==> config.mk <==
export PLATFORM = sky130hd
export DESIGN_NAME = rr_arb_client
export DESIGN_NICKNAME = d
export VERILOG_FILES = /design/src/rtl/rr_arb_pkg.sv /design/src/rtl/rr_client_fifo.sv /design/src/rtl/rr_arb_client.sv
export SDC_FILE = /design/constraint.sdc
export NUM_CORES = 1
export LEC_CHECK = 0
export ABC_AREA = 1
export CAP_MARGIN = 5
export CORE_UTILIZATION = 30
export CTS_BUF_LIST = sky130_fd_sc_hd__clkbuf_4 sky130_fd_sc_hd__clkbuf_8
export CTS_CLUSTER_DIAMETER = 150
export CTS_CLUSTER_SIZE = 20
export DETAILED_ROUTE_END_ITERATION = 8
export RECOVER_POWER = 50
export SYNTH_ARGS = -nofsm -noshare
export SYNTH_HDL_FRONTEND = slang
export SYNTH_HIERARCHICAL = 1
export SYNTH_SLANG_ARGS = --single-unit
==> constraint.sdc <==
create_clock -name clk -period 5.5 [get_ports clk]
set_input_delay 1.65 -clock clk [delete_from_list [all_inputs] [get_ports clk]]
set_output_delay 1.65 -clock clk [all_outputs]
set_load 0.01 [all_outputs]
==> src/rtl/rr_arb_pkg.sv <==
`default_nettype none
// ============================================================================
// Module      : rr_arb_pkg
// Description : Shared constants and types for the round-robin arbiter slice.
// Revision    : 1.0
// ============================================================================
package rr_arb_pkg;

    localparam int NUM_CLIENTS = 4;
    localparam int CLIENT_ID_W = 2;
    localparam int IDLE_CNT_W  = 8;

    typedef logic [CLIENT_ID_W-1:0] client_id_t;
    typedef logic [IDLE_CNT_W-1:0]  idle_cnt_t;

    function automatic idle_cnt_t idle_cnt_sat_inc(input idle_cnt_t v);
        return (v == {IDLE_CNT_W{1'b1}}) ? v : idle_cnt_t'(v + 1'b1);
    endfunction

endpackage
`default_nettype wire

==> src/rtl/rr_client_fifo.sv <==
`default_nettype none
// ============================================================================
// Module      : rr_client_fifo
// Description : Synchronous FIFO with occupancy count; push/pop pre-qualified.
// Revision    : 1.0
// ============================================================================
module rr_client_fifo #(
    parameter int DATA_W = 8,
    parameter int DEPTH  = 4
) (
    input  logic                     clk,
    input  logic                     rst_n,
    input  logic                     push_i,
    input  logic                     pop_i,
    input  logic [DATA_W-1:0]        wdata_i,
    output logic [DATA_W-1:0]        rdata_o,
    output logic [$clog2(DEPTH):0]   count_o,
    output logic                     full_o,
    output logic                     empty_o
);

    localparam int PTR_W = $clog2(DEPTH);
    localparam int CNT_W = PTR_W + 1;
    localparam logic [CNT_W-1:0] FULL_CNT = CNT_W'(DEPTH);

    logic [DATA_W-1:0] mem_q [DEPTH];
    logic [PTR_W-1:0]  wr_ptr_q;
    logic [PTR_W-1:0]  rd_ptr_q;
    logic [CNT_W-1:0]  count_q;
    logic [CNT_W-1:0]  count_d;

    // Storage carries no reset: contents are meaningless until counted in.
    always_ff @(posedge clk) begin
        if (push_i) begin
            mem_q[wr_ptr_q] <= wdata_i;
        end
    end

    always_comb begin
        count_d = count_q;
        case ({push_i, pop_i})
            2'b10:   count_d = count_q + 1'b1;
            2'b01:   count_d = count_q - 1'b1;
            default: count_d = count_q;
        endcase
    end

    always_ff @(posedge clk or negedge rst_n) begin
        if (!rst_n) begin
            wr_ptr_q <= '0;
            rd_ptr_q <= '0;
            count_q  <= '0;
        end else begin
            if (push_i) begin
                wr_ptr_q <= wr_ptr_q + 1'b1;
            end
            if (pop_i) begin
                rd_ptr_q <= rd_ptr_q + 1'b1;
            end
            count_q <= count_d;
        end
    end

    assign rdata_o = mem_q[rd_ptr_q];
    assign count_o = count_q;
    assign full_o  = (count_q == FULL_CNT);
    assign empty_o = (count_q == '0);

endmodule
`default_nettype wire

==> src/rtl/rr_arb_client.sv <==
`default_nettype none
// ============================================================================
// Module      : rr_arb_client
// Description : Requester agent: buffers upstream words, requests the arbiter
//               with lookahead, and emits one word per granted cycle.
// Revision    : 1.0
// ============================================================================
module rr_arb_client
    import rr_arb_pkg::*;
#(
    parameter int DATA_W    = 8,
    parameter int DEPTH     = 4,
    parameter int CLIENT_ID = 0
) (
    input  logic                  clk,
    input  logic                  rst_n,
    input  logic                  in_valid,
    input  logic [DATA_W-1:0]     in_data,
    output logic                  in_ready,
    output logic                  req,
    input  logic                  gnt,
    output logic                  bus_valid,
    output logic [DATA_W-1:0]     bus_data,
    output client_id_t            bus_id,
    output idle_cnt_t             idle_gnt_cnt
);

    localparam int CNT_W = $clog2(DEPTH) + 1;

    logic              push;
    logic              pop;
    logic              full;
    logic              empty;
    logic [CNT_W-1:0]  count;
    logic [CNT_W-1:0]  count_d;
    logic [DATA_W-1:0] head;

    logic              bus_valid_q;
    logic              bus_valid_d;
    logic [DATA_W-1:0] bus_data_q;
    logic [DATA_W-1:0] bus_data_d;
    idle_cnt_t         idle_cnt_q;
    idle_cnt_t         idle_cnt_d;

    rr_client_fifo #(
        .DATA_W (DATA_W),
        .DEPTH  (DEPTH)
    ) u_fifo (
        .clk     (clk),
        .rst_n   (rst_n),
        .push_i  (push),
        .pop_i   (pop),
        .wdata_i (in_data),
        .rdata_o (head),
        .count_o (count),
        .full_o  (full),
        .empty_o (empty)
    );

    // No pass-through when full; pop only against the registered count.
    assign in_ready = ~full;
    assign push     = in_valid & in_ready;
    assign pop      = gnt & ~empty;

    // Lookahead lets req drop in the cycle the last word leaves.
    assign count_d = count + CNT_W'(push) - CNT_W'(pop);
    assign req     = (count_d != '0);

    always_comb begin
        bus_valid_d = pop;
        bus_data_d  = pop ? head : bus_data_q;
        idle_cnt_d  = (gnt & empty) ? idle_cnt_sat_inc(idle_cnt_q) : idle_cnt_q;
    end

    always_ff @(posedge clk or negedge rst_n) begin
        if (!rst_n) begin
            bus_valid_q <= 1'b0;
            bus_data_q  <= '0;
            idle_cnt_q  <= '0;
        end else begin
            bus_valid_q <= bus_valid_d;
            bus_data_q  <= bus_data_d;
            idle_cnt_q  <= idle_cnt_d;
        end
    end

    assign bus_valid    = bus_valid_q;
    assign bus_data     = bus_data_q;
    assign idle_gnt_cnt = idle_cnt_q;
    assign bus_id       = client_id_t'(CLIENT_ID);

endmodule
`default_nettype wire

Word level (Yosys, flattened, before mapping)
Memories as Yosys holds them, arrays and structs flattened. A register that Yosys moved wholly into a read port is not among the register bits. Cells that the tools add are included.

Output and inout port bits: 21. Input port bits: 12. Memory bits (writable): 32. Memories: 1. Register bits: 16.

Memory list: u_fifo.mem_q (depth 4, bits a word 8, read ports 1, clocked after memory_dff 1, wr ports 1, RTL line rr_client_fifo.sv:26) `logic [DATA_W-1:0] mem_q [DEPTH];`.

$add $sub $neg: 7. Multiplexer cells: 3. Reductions and logical operators: 5. Equal/unequal tests: 4. Bitwise logic cells: 6.

Operators by type and width (count): $add A8 B1 Y8 const B (1); $eq A8 B8 Y1 const B (1); $pmux W3 S2 (1); $add A2 B1 Y2 const B (2); $add A3 B1 Y3 (1); $add A3 B1 Y3 const B (1); $and A1 B1 Y1 (3); $eq A3 B3 Y1 const B (1); $logic_not A3 Y1 (1); $not A1 Y1 (3); $reduce_bool A3 Y1 (1); $sub A3 B1 Y3 (1); $sub A3 B1 Y3 const B (1); $eq A2 B1 Y1 const B (1); $eq A2 B2 Y1 const B (1); $mux W1 (2); $reduce_and A2 Y1 (1); $reduce_bool A2 Y1 (1); $logic_not A1 Y1 (1).

Logic depth before layout (Yosys ltp)
Depth in word-level cells: 6. Depth in mapped cells: 13. Gate-level depth less buffers: 12.

Cells and area by module
Netlist, hierarchy kept.

Modules (own cells, without submodules): rr_client_fifo (area an instance 1709.1 um2, times used 1, seq. area each 1136.1 um2, cells an instance 142); rr_arb_client (area an instance 945.9 um2, times used 1, seq. area each 425.4 um2, cells an instance 120).

Worst setup path before layout
Ideal clock, no wire load.

Path kind: input to output. Start point: input port gnt. End point: output port req. Data arrival time: 2.999 ns. Required time: 3.850 ns. Setup slack: 0.851 ns. Cell stages on the path: 8. Buffers on the path: 0. Path through: inv_1 nor2_4 ha_1 inv_1 ha_1 fa_1 nor2_1 nand3_1.

Word-level cells in the longest chain between the ends: 3.

RTL lines: start: declaration (RTL line rr_arb_client.sv:21) `input logic gnt,`; $and A1 B1 Y1 (RTL line rr_arb_client.sv:63) `assign pop = gnt & ~empty;`; net bus_valid_d (RTL line rr_arb_client.sv:39) `logic bus_valid_d;`; $sub A3 B1 Y3 (RTL line rr_arb_client.sv:66) `assign count_d = count + CNT_W'(push) - CNT_W'(pop);`; $reduce_bool A3 Y1 (RTL line rr_arb_client.sv:67) `assign req = (count_d != '0);`; end: declaration (RTL line rr_arb_client.sv:20) `output logic req,`.

The timed path passes the listed nets, and every way through them passes these cells.

Worst setup path after layout
Same ends and word-level chain as after synthesis.

==> flow_metrics.env <==
export IMPL_status="finished clean"
export IMPL_postCtsSetupBuffers=0
export IMPL_drc_errors=0
export IMPL_yosysTopAreaCell="edfxtp_1"
export IMPL_fin_area_um2=3100
export IMPL_cts_root_buffer="clkbuf_8"
export IMPL_max_freq_mhz=189
export IMPL_ys_top_cells_by_area="edfxtp_1 36%, dfrtp_1 23%, nand2_1 12%"
export IMPL_power_leakage_nw=1.40
export IMPL_synth_seq_cells=56
export IMPL_hold_viol=0
export IMPL_routabilityCongestion=0.742
export IMPL_clk_path_buf_depth=2
export IMPL_grt_usage_pct=11.2
export IMPL_wl_per_cell_um=11.3
export IMPL_drt_iter0_drc=27
export IMPL_io_pins=33
export IMPL_p_per_area_nw_per_um2=462
export IMPL_dp_cells=393
export IMPL_rows=33
export IMPL_start_util_pct=31.7
export IMPL_h_tree_depth=2
export IMPL_syn_to_final_growth_pct=16.9
export IMPL_mostFrequentLayoutCell="nand2_1"
export IMPL_dieArea_um2=9230
export IMPL_final_antenna_net_count=0
export IMPL_antenna_found_initial=0
export IMPL_die_y_um=96.1
export IMPL_totalWireLength_um=4510
export IMPL_syn_area_um2=2660
export IMPL_slew_headroom_pct=8.86
export IMPL_hp_class="reg -> reg"
export IMPL_numCtsBuffers=5
export IMPL_worst_slew_pin_slew_ns=1.37
export IMPL_yosysUniqueCellTypes=30
export IMPL_dpl_cell_area_um2=3040
export IMPL_drive_gt1_share_pct=6.76
export IMPL_gr_total_overflow=0
export IMPL_slew_violations=0
export IMPL_grt_max_degree=35
export IMPL_die_w_um=96.1
export IMPL_netlist_instances=262
export IMPL_synth_seq_area_share_pct=58.8
export IMPL_cap_viol_max_count=0
export IMPL_first_pass_iters=4
export IMPL_preCtsSetupSlack_ns=-0.0277
export IMPL_yosys_area_top_type_share_pct=36.2
export IMPL_dp_hpwl_um=3150
export IMPL_via_per_inst=4.27
export IMPL_diodes=0
export IMPL_cts_sinks=56
export IMPL_ys_warn_count=6
export IMPL_setup_viol=0
export IMPL_path_max_fanout=2
export IMPL_core_area_um2=8380
export IMPL_crit_path_start_kind="input pin"
export IMPL_path_class="in -> out"
export IMPL_grt_setup_unrepaired="no"
export IMPL_clock_latency_ns=0.31
export IMPL_tritoncts="yes"
export IMPL_fin_cells=401
export IMPL_period_minus_slack_ns=5.29
export IMPL_clk_pin_slew_ns=0.10
export IMPL_cp_required_ns=3.85
export IMPL_ir_drop_uv=143
export IMPL_end_kind="output port"
export IMPL_layout_common_cells="87 x nand2_1, 44 x inv_1, 32 x edfxtp_1, 24 x dfrtp_1, 19 x clkdlybuf4s50_1"
export IMPL_finClkSkew_ns=0.0106
export IMPL_fin_crit_sh_pct=96.2
export IMPL_portBuffers=30
export IMPL_arrival_ns=3.64
export IMPL_synth_area_per_cell_um2=10.1
export IMPL_layout_nets=317
export IMPL_num_vias=1711
export IMPL_grt_pass1_vias=1671
export IMPL_grt_pass1_wl_um=7610
export IMPL_setup_ws_ns=0.212
[worst max-delay path, stage by stage]
cell and delay (ns):
clkdlybuf4s50_1 0.43, inv_1 0.10, nor2_4 0.04, ha_1 0.28, inv_1 0.04, ha_1 0.18
fa_1 0.44, nor2_1 0.12, nand3_1 0.08, dlygate4sd2_1 0.28
[layer usage]
layer	track usage, %	routed length [um]	share of wire [%]
met3	2.92	184	4.1
met1	13.0	2050	45
met4	3.98	48	1.1
met2	19.8	2230	49
met5	0	0	0
[power breakdown]
part | internal (W) | leakage [nW] | total, W | switching [W]
registers | 0.000567 | 0.590 | 0.000686 | 0.000119
logic | 0.000241 | 0.757 | 0.000519 | 0.000278
clock network | 0.0000961 | 0.0490 | 0.000229 | 0.000133
[area by class of cell]
type / count / area (um^2)
Fill cell: 867 / 5280
Sequential cell: 56 / 1560
Multi-Input combinational cell: 151 / 828
Timing Repair Buffer: 33 / 310
Inverter: 48 / 181
Tap cell: 105 / 131
Clock buffer: 6 / 76.3
Clock inverter: 2 / 13.8
[path summary, 6_finish.rpt]
kind	depth (start not counted)	slack, ns	start	end
worst min register to register	2	0.49	bus_data[5]	bus_data[5]
min in group asynchronous	2	2.16	rst_n	idle_gnt_cnt[6]
worst max register to register	10	3.19	u_fifo/count_o[1]	u_fifo/count_o[2]
worst min-delay path	2	0.49	bus_data[5]	bus_data[5]
worst max-delay path	10	0.21	gnt	req
max in group asynchronous	2	2.53	rst_n	idle_gnt_cnt[5]
[flip-flops by register name, indices dropped and copies added (netlist names)]
name and flops:
u_fifo/mem_q 32, bus_data 8, idle_gnt_cnt 8, u_fifo/count_o 3, u_fifo/rd_ptr_q 2, u_fifo/wr_ptr_q 2, bus_valid 1
[timing repair]
item,4_1_cts,5_1_grt
resized for setup,1,0
endpoints found under the setup margin,1,0
hold buffers,0,0
[cells by family (layout without fill, tap and decap cells)]
logic type,after synthesis,after routing,synth area share (%)
other,1,2,0.141
flip-flops,56,56,58.8
adder cells (fa/ha/maj),10,10,5.28
XOR/XNOR,7,7,2.31
AO/OA/AOI/OAI,21,21,5.65
buffers and inverters,56,89,9.52
AND/OR/NAND/NOR,111,111,18.3
[synthesized netlist by cell type, drive strengths merged]
library cell / count
dfrtp: 24
nor3: 2
nor2: 10
nand2: 90
a21oi: 1
or2: 1
xor2: 3
fa: 2
nand4: 2
ha: 8
conb: 1
buf: 8
nand3: 6
o21ai: 4
inv: 48
xnor2: 4
o211ai: 16
edfxtp: 32
[per-stage QoR]
stage / hold WS (ns) / util, % / setup TNS (ns) / power [W]
finish: 0.489 / 37.0 / 0 / 0.00143
global route: 0.513 / 37.0 / 0 / 0.00157
CTS: 0.493 / 37.4 / 0 / 0.00148
detailed placement: 0.465 / 36.3 / -0.0277 / 0.00125
global placement: 0.465 / 36.3 / 0 / 0.00123
floorplan: 0.494 / - / 0 / 0.00106
No activity file was read; power rests on OpenSTA's default activity.
